### src/rtl/ts_write_scheduler.sv
// ts_write_scheduler: FIFO-buffered, busy-paced write replay for a TurboSound-FM pair of YM2203s.
// Define TS_DUAL_EN for two chips; otherwise chip-select entries are consumed in order but ignored.
module ts_write_scheduler #(
    parameter int unsigned DEPTH     = 8,
    parameter int unsigned ADDR_WAIT = 17,
    parameter int unsigned DATA_WAIT = 83,
    parameter int unsigned PSG_WAIT  = 2
) (
    input  logic       CLK,
    input  logic       RESET_N,
    input  logic       CE_YM,
    input  logic       FM_ENA,
    input  logic       CPU_WR,
    input  logic       CPU_RD,
    input  logic       CPU_A0,
    input  logic [7:0] CPU_DI,
    output logic [7:0] CPU_DO,
    output logic       CPU_WAIT,
    output logic [1:0] YM_WE,
    output logic       YM_A0,
    output logic [7:0] YM_DO,
    input  logic [7:0] YM_DI0,
    input  logic [7:0] YM_DI1,
    output logic       YM_SEL,
    output logic       OVERFLOW
);

    localparam int unsigned PTR_W = $clog2(DEPTH);
    localparam int unsigned CNT_W = PTR_W + 1;
`ifdef TS_DUAL_EN
    localparam int unsigned NCHIP = 2;
`else
    localparam int unsigned NCHIP = 1;
`endif
    localparam logic [7:0] ADDR_W8 = 8'(ADDR_WAIT);
    localparam logic [7:0] DATA_W8 = 8'(DATA_WAIT);
    localparam logic [7:0] PSG_W8  = 8'(PSG_WAIT);

    typedef enum logic [1:0] {K_ADR = 2'd0, K_DAT = 2'd1, K_SEL = 2'd2} kind_e;
    typedef struct packed {
        kind_e      kind;
        logic [7:0] data;
    } entry_t;
    typedef enum logic [1:0] {S_IDLE = 2'd0, S_ISSUE = 2'd1, S_HOLD = 2'd2} state_e;

    entry_t           mem_q [DEPTH];
    state_e           state_q, state_d;
    logic [PTR_W-1:0] rd_ptr_q, rd_ptr_d, wr_ptr_q, wr_ptr_d;
    logic [CNT_W-1:0] count_q, count_d;
    entry_t           cur_q, cur_d, push_entry;
    logic [7:0]       wcnt_q, wcnt_d;
    logic [7:0]       shadow_q [NCHIP];
    logic [7:0]       shadow_d [NCHIP];
    logic             sel_q, sel_d;
    logic [1:0]       ym_we_q, ym_we_d;
    logic             ym_a0_q, ym_a0_d;
    logic [7:0]       ym_do_q, ym_do_d;
    logic [7:0]       cpu_do_q, cpu_do_d;
    logic             cpu_wait_q, cpu_wait_d;
    logic             overflow_q, overflow_d;
    logic             push, pop, rd_busy;
    logic [7:0]       cur_shadow, rd_data;

`ifdef TS_DUAL_EN
    assign cur_shadow = shadow_q[sel_q];
    assign rd_data    = sel_q ? YM_DI1 : YM_DI0;
`else
    logic unused_di1;
    assign cur_shadow = shadow_q[0];
    assign rd_data    = YM_DI0;
    assign unused_di1 = ^YM_DI1;
`endif

    // Classify the incoming CPU write into a FIFO entry
    always_comb begin
        push_entry.data = CPU_DI;
        if (CPU_A0)
            push_entry.kind = K_DAT;
        else if (FM_ENA && (CPU_DI[7:1] == 7'h7F))
            push_entry.kind = K_SEL;
        else
            push_entry.kind = K_ADR;
    end

    assign push    = CPU_WR && (count_q != CNT_W'(DEPTH));
    assign pop     = (state_q == S_IDLE) && (count_q != '0);
    assign rd_busy = (count_q != '0) || (state_q != S_IDLE);

    // Next-state and registered-output logic
    always_comb begin
        state_d    = state_q;
        rd_ptr_d   = rd_ptr_q;
        wr_ptr_d   = wr_ptr_q;
        cur_d      = cur_q;
        wcnt_d     = wcnt_q;
        shadow_d   = shadow_q;
        sel_d      = sel_q;
        ym_we_d    = 2'b00;
        ym_a0_d    = ym_a0_q;
        ym_do_d    = ym_do_q;
        cpu_do_d   = cpu_do_q;
        overflow_d = overflow_q;

        if (push) wr_ptr_d = wr_ptr_q + PTR_W'(1);
        if (CPU_WR && !push) overflow_d = 1'b1;
        count_d = count_q + CNT_W'(push) - CNT_W'(pop);

        case (state_q)
            S_IDLE: begin
                if (pop) begin
                    cur_d    = mem_q[rd_ptr_q];
                    rd_ptr_d = rd_ptr_q + PTR_W'(1);
                    state_d  = S_ISSUE;
                    // Strobe goes out with the pop so the chip sees it during ISSUE
                    if (mem_q[rd_ptr_q].kind != K_SEL) begin
                        ym_we_d[sel_q] = 1'b1;
                        ym_a0_d        = (mem_q[rd_ptr_q].kind == K_DAT);
                        ym_do_d        = mem_q[rd_ptr_q].data;
                    end
                end
            end
            S_ISSUE: begin
                if (cur_q.kind == K_SEL) begin
`ifdef TS_DUAL_EN
                    sel_d = ~cur_q.data[0];
`endif
                    state_d = S_IDLE;
                end else begin
                    if (cur_q.kind == K_ADR) begin
`ifdef TS_DUAL_EN
                        shadow_d[sel_q] = cur_q.data;
`else
                        shadow_d[0] = cur_q.data;
`endif
                        wcnt_d = ADDR_W8;
                    end else begin
                        wcnt_d = (cur_shadow < 8'h10) ? PSG_W8 : DATA_W8;
                    end
                    state_d = S_HOLD;
                end
            end
            S_HOLD: begin
                if (wcnt_q == 8'd0) begin
                    state_d = S_IDLE;
                end else if (CE_YM) begin
                    wcnt_d = wcnt_q - 8'd1;
                    if (wcnt_q == 8'd1) state_d = S_IDLE;
                end
            end
            default: state_d = S_IDLE;
        endcase

        if (CPU_RD && !rd_busy) cpu_do_d = rd_data;
        cpu_wait_d = (count_d >= CNT_W'(DEPTH - 1)) || (CPU_RD && rd_busy);
    end

    always_ff @(posedge CLK or negedge RESET_N) begin
        if (!RESET_N) begin
            state_q    <= S_IDLE;
            rd_ptr_q   <= '0;
            wr_ptr_q   <= '0;
            count_q    <= '0;
            cur_q      <= '0;
            wcnt_q     <= '0;
            for (int i = 0; i < NCHIP; i++) shadow_q[i] <= '0;
            sel_q      <= 1'b0;
            ym_we_q    <= 2'b00;
            ym_a0_q    <= 1'b0;
            ym_do_q    <= '0;
            cpu_do_q   <= '0;
            cpu_wait_q <= 1'b0;
            overflow_q <= 1'b0;
        end else begin
            state_q    <= state_d;
            rd_ptr_q   <= rd_ptr_d;
            wr_ptr_q   <= wr_ptr_d;
            count_q    <= count_d;
            cur_q      <= cur_d;
            wcnt_q     <= wcnt_d;
            shadow_q   <= shadow_d;
            sel_q      <= sel_d;
            ym_we_q    <= ym_we_d;
            ym_a0_q    <= ym_a0_d;
            ym_do_q    <= ym_do_d;
            cpu_do_q   <= cpu_do_d;
            cpu_wait_q <= cpu_wait_d;
            overflow_q <= overflow_d;
        end
    end

    // Payload storage needs no reset; validity is tracked by the pointers
    always_ff @(posedge CLK) begin
        if (push) mem_q[wr_ptr_q] <= push_entry;
    end

    assign YM_WE    = ym_we_q;
    assign YM_A0    = ym_a0_q;
    assign YM_DO    = ym_do_q;
    assign YM_SEL   = sel_q;
    assign CPU_DO   = cpu_do_q;
    assign CPU_WAIT = cpu_wait_q;
    assign OVERFLOW = overflow_q;

endmodule

### config.mk
export PLATFORM = sky130hd
export DESIGN_NAME = ts_write_scheduler
export DESIGN_NICKNAME = d
export VERILOG_FILES = /design/src/rtl/ts_write_scheduler.sv
export SDC_FILE = /design/constraint.sdc
export NUM_CORES = 1
export LEC_CHECK = 0
export ABC_AREA = 1
export BUFFER_PORTS_ARGS = -buffer_cell sky130_fd_sc_hd__buf_2
export CORE_ASPECT_RATIO = 1.5
export CORE_UTILIZATION = 50
export CTS_CLUSTER_DIAMETER = 60
export CTS_CLUSTER_SIZE = 14
export DETAILED_ROUTE_END_ITERATION = 12
export PLACE_DENSITY = 0.76
export SLEW_MARGIN = 20
export SYNTH_ARGS = -nofsm -noshare
export SYNTH_HDL_FRONTEND = slang
export SYNTH_SLANG_ARGS = --single-unit
export TNS_END_PERCENT = 100
### constraint.sdc
create_clock -name CLK -period 2.37 [get_ports CLK]
set_clock_uncertainty 0.2 [all_clocks]
set_input_delay 0 -clock CLK [delete_from_list [all_inputs] [get_ports CLK]]
set_output_delay 0 -clock CLK [all_outputs]
set_load 0.02 [all_outputs]
Yosys cells after proc, flatten, opt, wreduce, memory -nomap -nowiden. Memories as Yosys holds them, arrays and structs flattened. Cells that the tools add are included. W data, S select, Z words.

Add/subtract/negate cells: 5. Multipliers: 0. Div/mod/pow operators: 0. $lt $le $gt $ge: 2. Equal/unequal tests: 14. Shift-type cells: 0. Muxes and demuxes: 19. Bitwise gates (word level): 1. Reduce and logical (&&, ||, !) cells: 21.

Operator list (number): $mux W8 (3); $pmux W8 S2 (1); $mux W2 (7); $mux W7 (2); $ne A2 B2 Y1 const B (5); $reduce_and A3 Y1 (3); $eq A8 B1 Y1 const B (1); $logic_not A8 Y1 (1); $lt A8 B5 Y1 const B (1); $sub A8 B1 Y8 const B (1); $eq A7 B7 Y1 const B (1); $add A3 B1 Y3 const B (2); $logic_and A1 B1 Y1 (6); $ne A3 B3 Y1 const B (2); $pmux W2 S3 (1); $mux W1 (5); $add A4 B1 Y4 (1); $eq A2 B1 Y1 const B (2); $eq A2 B2 Y1 const B (2); $ge A4 B3 Y1 const B (1); $logic_not A2 Y1 (2); $ne A4 B4 Y1 const B (1); $reduce_and A4 Y1 (1); $reduce_bool A2 Y1 (2); 6 further kinds (8).

Bits in registers: 59. Latch bits: 0. RAM bits: 80. Bits in read-only memories: 0. Output and inout port bits: 22. Logic and storage cells: 77. Memories kept: 1.

Memory list: mem_q (words 8, bits a word 10, rd ports 1, clocked after Yosys merged registers in 0, wr ports 1, line 46) `entry_t mem_q [DEPTH];`.

Depth between registers and ports, before layout. Gate-level depths: netlist of run 1.

Depth in word-level cells: 6. Depth in mapped cells: 12. Mapped depth without buffers: 12.

Least setup slack after synthesis of run 1. Ideal clock, no wire load.

Kind: reg2reg. Start point: register count_q[2]. End point: register cpu_wait_q, in the netlist CPU_WAIT. Data arrival time: 2201 ps. Data required time: 2039 ps. Setup slack: -163 ps. Stages on the path, launching flop included: 13. Buffers on the path: 1. Cell sequence: dfrtp_1 inv_1 ha_1 a21oi_4 buf_2 ha_1 inv_1 ha_1 inv_1 fa_1 inv_1 nand3_1 nand3_1.

Longest elaborated chain between the ends: 6. Elaborated cells between the ends (all ways): 10. Those cells by class: 2 x add/sub; 1 x order compare; 1 x eq/ne; 6 x reduce/logical.

Ends and longest elaborated chain: start: declaration (line 49) `logic [CNT_W-1:0] count_q, count_d;`; start signal: assignment (line 177) `count_q <= count_d;`; $ne A4 B4 Y1 (line 85) `assign push = CPU_WR && (count_q != CNT_W'(DEPTH));`; $logic_and A1 B1 Y1 (line 85); $add A4 B1 Y4 (line 106) `count_d = count_q + CNT_W'(push) - CNT_W'(pop);`; $sub A4 B1 Y4 (*) (line 106); named net count_d[1] (line 49); $ge A4 B3 Y1 (*) (line 154) `cpu_wait_d = (count_d >= CNT_W'(DEPTH - 1)) || (CPU_RD && rd_busy);`; $logic_or A1 B1 Y1 (*) (line 154); named net cpu_wait_d (line 59) `logic cpu_wait_q, cpu_wait_d;`; end signal: assignment (line 186) `cpu_wait_q <= cpu_wait_d;`; end: declaration (line 59).

Mark *: on every way through the listed nets, which the timed path passes. The rest lies on a longest branch. A chain may end at the register's enable or synchronous reset.

Worst setup path in the final report of run 1.
Start point: register count_q[3]. End point: register cpu_wait_q, in the netlist CPU_WAIT.

The elaborated chain is that of the path after synthesis.

==> results.json, run 1 <==
{
  "grt_pass1_vias": 4052,
  "grt_max_degree": 43,
  "worst_slack_ns": 0.0598,
  "dp_hpwl_um": 7440,
  "fin_nets": 656,
  "place_congestion": 0.815,
  "die_area_mm2": 0.0116,
  "fin_cells": 769,
  "dp_slack_ns": 0.0411,
  "netlist_area_mm2": 0.00558,
  "dieWidth_um": 88.3,
  "slew_headroom_pct": 64.2,
  "diodes": 0,
  "design_power_total_mw": 9.64,
  "antenna_found_initial": 0,
  "tritoncts": "built",
  "hold_viol_final": 0,
  "leakage_nw": 3.01,
  "maxSlewViolCount": 0,
  "vias_per_cell": 5.17,
  "ys_seq_area_share_pct": 65.4,
  "post-place-cells": 710,
  "cts-root-buf": "clkbuf_16",
  "r2r_start": "count_q[3]$_DFF_PN0_",
  "synth_area_leaders": "edfxtp_1 (43%), dfrtp_1 (22%), nand2_1 (8.8%)",
  "yosysTopAreaCell": "edfxtp_1",
  "ys_dominant_reg_cell": "edfxtp_1",
  "io_buffers": 42,
  "worst_slew_pin_slew_ns": 0.537,
  "finalSetupViolations": 0,
  "r2r_slack_ns": 0.06,
  "fp-row-count": 46,
  "syn2layout_area_growth_pct": 23.7,
  "worstSetupStartpointType": "flip-flop",
  "drive_gt1_share_pct": 20.3,
  "drt-initial-drc-count": 224,
  "drc": 0,
  "clk_latency_ns": 0.42,
  "fin_area_mm2": 0.00690,
  "crit_fanout": 3,
  "grt_first_pass_wirelength_um": 18700,
  "utilization_pct": 64.5,
  "status": "finished clean",
  "yosys.cell_types.count": 33,
  "max_cap_violations": 0,
  "initial_core_util_pct": 52.2,
  "clk_pin_slew_ns": 0.06,
  "yosys_warnings": 0,
  "synth.avg_cell_area_um2": 10.7,
  "core-area_mm2": 0.0107,
  "async_flop_share_pct": 38.5,
  "place_area_mm2": 0.00603,
  "cp_slowest_stage_delay_ns": 0.51,
  "reg2regPathDepth": 11,
  "synth_edf_count": 80,
  "numClockSinks": 130,
  "cp.arrival_ns": 2.40,
  "die_h_um": 131,
  "rsz0062_at_grt": "true",
  "crit-reg2reg-capture": "CPU_WAIT$_DFF_PN0_",
  "slowest_stage": "fa_2",
  "synth_top_area_share_pct": 43.0,
  "tns_ns": 0,
  "grt_overflow_total": 0,
  "critical_path_class": "flip-flop to flip-flop",
  "vias": 3979,
  "cts-buffers-inserted": 17,
  "critical_path.cell_chain": "inv_1, ha_2, a21oi_4, ha_4, inv_2, ha_4, inv_2, fa_2, inv_1, nand3_1, nand3_1",
  "worstPathRequired_ns": 2.46,
  "wire_per_inst_um": 14.8,
  "drt_first_pass_iters": 5,
  "power.density_mw_per_mm2": 1400,
  "htree_levels": 4,
  "min_period_over_period_pct": 97.5,
  "synth_seq_cells": 130,
  "fill_cells": 815,
  "layout_min_cycle_time_ns": 2.31,
  "track_usage_pct": 21.4,
  "drtAntennaViolNets": 0,
  "vdd_drop_max_uv": 907,
  "clock_path_buffers": 2,
  "fin_hold_ws_ns": 0.00182,
  "hold_class": "input port to async pin",
  "fmax_mhz": 433,
  "syn_inst": 522,
  "wl_um": 11400,
  "ioPinCount": 53,
  "cp-end-kind": "flip-flop"
}
placed cells by master, fill, tap and decap left out, drive strengths merged, types with 2 or more instances in the layout:
| master | netlist | layout |
|---|---|---|
| a21oi | 5 | 5 |
| buf | 15 | 63 |
| bufinv | 0 | 2 |
| clkbuf | 3 | 18 |
| clkinv | 0 | 7 |
| clkinvlp | 0 | 2 |
| conb | 1 | 2 |
| dfrtp | 50 | 50 |
| dlygate4sd3 | 0 | 26 |
| edfxtp | 80 | 80 |
| ha | 11 | 11 |
| inv | 43 | 45 |
| mux2 | 8 | 8 |
| nand2 | 134 | 134 |
| nand3 | 33 | 33 |
| nand4 | 3 | 3 |
| nor2 | 56 | 56 |
| o21ai | 58 | 58 |
| o22ai | 8 | 8 |
| xor2 | 6 | 6 |
Yosys cell counts (2+ instances only):
library cell	instances
a21oi_1	4
buf_2	7
buf_4	6
buf_6	2
clkbuf_1	3
dfrtp_1	50
edfxtp_1	80
ha_1	11
inv_1	38
inv_2	5
mux2_2	8
nand2_1	131
nand2_2	3
nand3_1	32
nand4_1	3
nor2_1	55
o21ai_0	28
o21ai_1	29
o22ai_1	8
xor2_1	6
worst max-delay path, delay by kind of cell, from the launching register on:
kind	cells	cell delay (ns)
adders and majority gates	4	1.06
DFF	1	0.38
buffers and inverters	4	0.20
and+or+nand+nor	2	0.17
AOI/OAI and AO/OA	1	0.16
flip-flops by register name, summed over array words and instances (netlist names):
| name | flops |
|---|---|
| YM_DO | 8 |
| YM_A0 | 1 |
| CPU_DO | 8 |
| wr_ptr_q | 3 |
| cur_shadow | 4 |
| YM_WE | 1 |
| count_q | 4 |
| wcnt_q | 8 |
| CPU_WAIT | 1 |
| OVERFLOW | 1 |
| state_q | 2 |
| cur_q | 6 |
| rd_ptr_q | 3 |
| mem_q | 80 |
power by group:
group / internal, mW / total [mW] / switching (mW) / leakage (nW)
registers: 3.06 / 3.38 / 0.318 / 1.35
clock network: 1.54 / 2.48 / 0.944 / 0.274
logic: 1.36 / 3.78 / 2.42 / 1.39
total: 5.95 / 9.64 / 3.68 / 3.01
cell families (layout without fill, tap and decap cells):
logic type	after synthesis	count (layout)	synth area share, %
other	1	2	0.0672
AOI/OAI and AO/OA	75	75	7.37
buffers and inverters	61	163	4.93
xor gates and xnor gates	7	7	1.10
and+or+nand+nor	228	228	16.7
muxes	8	8	1.61
DFF	130	130	65.4
adders and majority gates	12	12	2.82
how the worst max path moves through the flow:
stage / from / cells after the start / to
2_1_floorplan: count_q[3]$_DFF_PN0_ / 12 / CPU_WAIT$_DFF_PN0_
3_3_place_gp: count_q[2]$_DFF_PN0_ / 12 / CPU_WAIT$_DFF_PN0_
3_5_place_dp: count_q[2]$_DFF_PN0_ / 12 / CPU_WAIT$_DFF_PN0_
4_1_cts: count_q[2]$_DFF_PN0_ / 12 / CPU_WAIT$_DFF_PN0_
5_1_grt: count_q[3]$_DFF_PN0_ / 11 / CPU_WAIT$_DFF_PN0_
6_report: count_q[3]$_DFF_PN0_ / 11 / CPU_WAIT$_DFF_PN0_
cell type report:
class                   count  area (um^2)  area share (%)
well taps                 144          180            2.61
clock buffers              18          429            6.22
flip-flops and latches    130         3650            52.9
inverters                  43          161            2.34
clock inverters            13          138            1.99
repair buffers             89          626            9.06
multi-input cells         332         1720            24.8
timing repair:
item	CTS	global route
pin swaps	2	2
hold buffers	27	0
setup buffers	0	1
resized for setup	3	6
endpoints found under the hold margin	151	0
endpoints found under the setup margin	1	4
per-layer routing:
metal	wire [um]	part of all wire [%]	global-route usage (%)
met5	0	0	0
met4	201	1.8	8.15
met3	632	5.6	6.03
met2	6130	54	37.2
met1	4410	39	24.4
Note: power is estimated with default switching activity, not from simulation.
==> run 2, diff against run 1 <==
--- a/config.mk
+++ b/config.mk
@@ -8,11 +8,12 @@
 export ABC_AREA = 1
 export BUFFER_PORTS_ARGS = -buffer_cell sky130_fd_sc_hd__buf_2
 export CORE_ASPECT_RATIO = 1.5
-export CORE_UTILIZATION = 50
+export CORE_UTILIZATION = 53
 export CTS_CLUSTER_DIAMETER = 60
 export CTS_CLUSTER_SIZE = 14
 export DETAILED_ROUTE_END_ITERATION = 12
-export PLACE_DENSITY = 0.76
+export PLACE_DENSITY = 0.79
+export RECOVER_POWER = 100
 export SLEW_MARGIN = 20
 export SYNTH_ARGS = -nofsm -noshare
 export SYNTH_HDL_FRONTEND = slang
==> run 2 against run 1 <==
  * Flip-flop and latch count stayed put
  * Combinational power is essentially flat
  * Via count is 1.5% higher
  * Maximum frequency up 1.4%
  * Total power grew 0.49%
  * Cell area is 0.38% lower
  * Critical path depth up 1
  * Worst hold slack gained 0.23 ns
  * Clock power rose by 2%
  * Die area is 5.6% lower
  * Sequential power about the same
==> results.json, run 2 (synthesis gave the netlist of run 1 again) <==
{
  "status": "finished clean",
  "seq_area_mm2": 0.00365,
  "fin_hold_ws_ns": 0.233,
  "r2r_slack_ns": 0.09,
  "place_area_mm2": 0.00605,
  "tritoncts": "built",
  "initial_core_util_pct": 54.8,
  "drt-initial-drc-count": 279,
  "crit_buf_inv": 3,
  "clk_pin_slew_ns": 0.06,
  "min_from": "CPU_RD",
  "min_period_over_period_pct": 96.1,
  "dp_hpwl_um": 7560,
  "worstPathRequired_ns": 2.46,
  "io_buffers": 42,
  "largest_register_ff_count": 80,
  "worstSetupStartpointType": "flip-flop",
  "grt_pass1_vias": 4221,
  "drc": 0,
  "wl_um": 12100,
  "cts-buffers-inserted": 17,
  "fp-row-count": 45,
  "regMostFlops": "mem_q",
  "critical_path.cell_chain": "inv_2, ha_2, nand2_2, nand2_2, ha_4, inv_2, ha_4, inv_2, fa_1, xnor2_2, nand3_1, nand3_1",
  "grt_first_pass_wirelength_um": 19400,
  "slew_headroom_pct": 29.2,
  "p_comb_share_pct": 38.9,
  "critPathTopFamily": "adder cells",
  "drtAntennaViolNets": 0,
  "drive_gt1_share_pct": 13.6,
  "dieWidth_um": 85.8,
  "r2r_start": "count_q[2]$_DFF_PN0_",
  "track_usage_pct": 23.9,
  "layout_common_cells": "nand2_1 (131), edfxtp_1 (80), nor2_1 (55), dfrtp_1 (50), clkbuf_1 (36)",
  "numClockSinks": 130,
  "htree_levels": 4,
  "reg2regPathDepth": 12,
  "finalSetupViolations": 0,
  "die_area_mm2": 0.0110,
  "crit_fanout": 3,
  "worst_slew_pin_slew_ns": 1.06,
  "wire_per_inst_um": 15.6,
  "seqPwrFrac_pct": 34.8,
  "slowest_stage": "fa_1",
  "cp.arrival_ns": 2.36,
  "antenna_found_initial": 0,
  "clock_path_buffers": 2,
  "fin_area_mm2": 0.00688,
  "rsz0062_at_grt": "true",
  "fin_nets": 663,
  "critical_path_class": "flip-flop to flip-flop",
  "cts-root-buf": "clkbuf_16",
  "max_cap_violations": 0,
  "vias_per_cell": 5.22,
  "diodes": 0,
  "crit-reg2reg-capture": "CPU_WAIT$_DFF_PN0_",
  "place_congestion": 0.874,
  "die_h_um": 128,
  "drt_first_pass_iters": 5,
  "holdPathStages": 4,
  "layout_min_cycle_time_ns": 2.28,
  "grt_max_degree": 43,
  "clk_latency_ns": 0.41,
  "multiInputGateArea_mm2": 0.00169,
  "leakage_nw": 2.92,
  "ioPinCount": 53,
  "p_clk_share_pct": 26.2,
  "final_common_cell": "nand2_1",
  "vias": 4037,
  "crit_top_cell": "inv_2",
  "switching_share_pct": 38.8,
  "hold_class": "input port to flip-flop",
  "cts_setup_buffers": 0,
  "hold_end": "CPU_WAIT$_DFF_PN0_",
  "grt_overflow_total": 0,
  "power.density_mw_per_mm2": 1410,
  "cp_slowest_stage_delay_ns": 0.39,
  "cell_internal_pwr_mw": 5.93,
  "core-area_mm2": 0.0102,
  "fmax_mhz": 439,
  "design_power_total_mw": 9.69,
  "maxSlewViolCount": 0,
  "fill_cells": 763,
  "cp-end-kind": "flip-flop",
  "vdd_drop_max_uv": 755,
  "switching_power_mw": 3.76,
  "hold_viol_final": 0,
  "syn2layout_area_growth_pct": 23.2
}
run 2: changes by cell type in the layout (fill, tap and decap cells not counted), moves of 2 or more:
cell,delta
buf_4,-11
dlygate4sd3_1,+6
nand2_2,-3
clkbuf_1,+35
o21ai_1,-4
nand2_1,+3
clkinv_2,-2
o21ai_0,+5
buf_2,-30
inv_6,+3
clkbuf_2,+6
run 2: per-stage QoR:
| step | setup TNS, ns | instances | util [%] | worst slack [ns] |
|---|---|---|---|---|
| floorplan | 0 | 523 | - | 0.0331 |
| global placement | 0 | 710 | 59.4 | 0.122 |
| detailed placement | -0.00195 | 710 | 59.4 | -0.00195 |
| CTS | 0 | 774 | 68.3 | 0.00627 |
| global route | -0.193 | 774 | 67.5 | -0.0480 |
| finish | 0 | 774 | 67.5 | 0.0918 |
run 2: worst max-delay path by stage:
| stage | slack, ns | startpoint | endpoint | depth (start not counted) |
|---|---|---|---|---|
| finish | 0.09 | count_q[2]$_DFF_PN0_ | CPU_WAIT$_DFF_PN0_ | 12 |
| global route | -0.05 | count_q[2]$_DFF_PN0_ | CPU_WAIT$_DFF_PN0_ | 12 |
| CTS | 0.006 | count_q[2]$_DFF_PN0_ | CPU_WAIT$_DFF_PN0_ | 12 |
| detailed placement | -0.002 | count_q[2]$_DFF_PN0_ | CPU_WAIT$_DFF_PN0_ | 12 |
| global placement | 0.12 | count_q[2]$_DFF_PN0_ | CPU_WAIT$_DFF_PN0_ | 12 |
| floorplan | 0.03 | count_q[3]$_DFF_PN0_ | CPU_WAIT$_DFF_PN0_ | 12 |
run 2: power by group through the flow:
stage / sequential (mW) / clock (mW) / combinational, mW
4_1_cts: 3.36 / 2.56 / 3.89
6_report: 3.37 / 2.54 / 3.77
3_3_place_gp: 3.36 / 0 / 3.54
5_1_grt: 3.43 / 2.66 / 4.22
2_1_floorplan: 3.55 / 0 / 2.53
3_5_place_dp: 3.39 / 0 / 3.68
run 2: repair_timing:
item                                    4_1_cts  5_1_grt
hold endpoints to repair                    151        0
hold buffers                                 32        0
endpoints found under the setup margin        1        9
resized for setup                             2        4
run 2: layout make-up:
cell class	count	share of cell area, %
multi-input cells	332	24.5
clock inverters	15	2.27
clock buffers	17	6.19
well taps	141	2.57
flip-flops and latches	130	53.1
repair buffers	96	8.99
inverters	43	2.35
run 2: tightest hold or removal path: cells and delay by family:
kind	cells	cell delay, ns
buffers and inverters	2	0.64
AO/OA/AOI/OAI	1	0.09
AND/OR/NAND/NOR	1	0.08
run 2: layer usage:
| layer | GRT usage (%) | vias to the layer above | wire (um) |
|---|---|---|---|
| li1 | - | 1946 | - |
| met1 | 26.0 | 1918 | 4540 |
| met2 | 43.1 | 145 | 6550 |
| met3 | 5.99 | 28 | 670 |
| met4 | 11.4 | 0 | 311 |
| met5 | 0 | - | 0 |
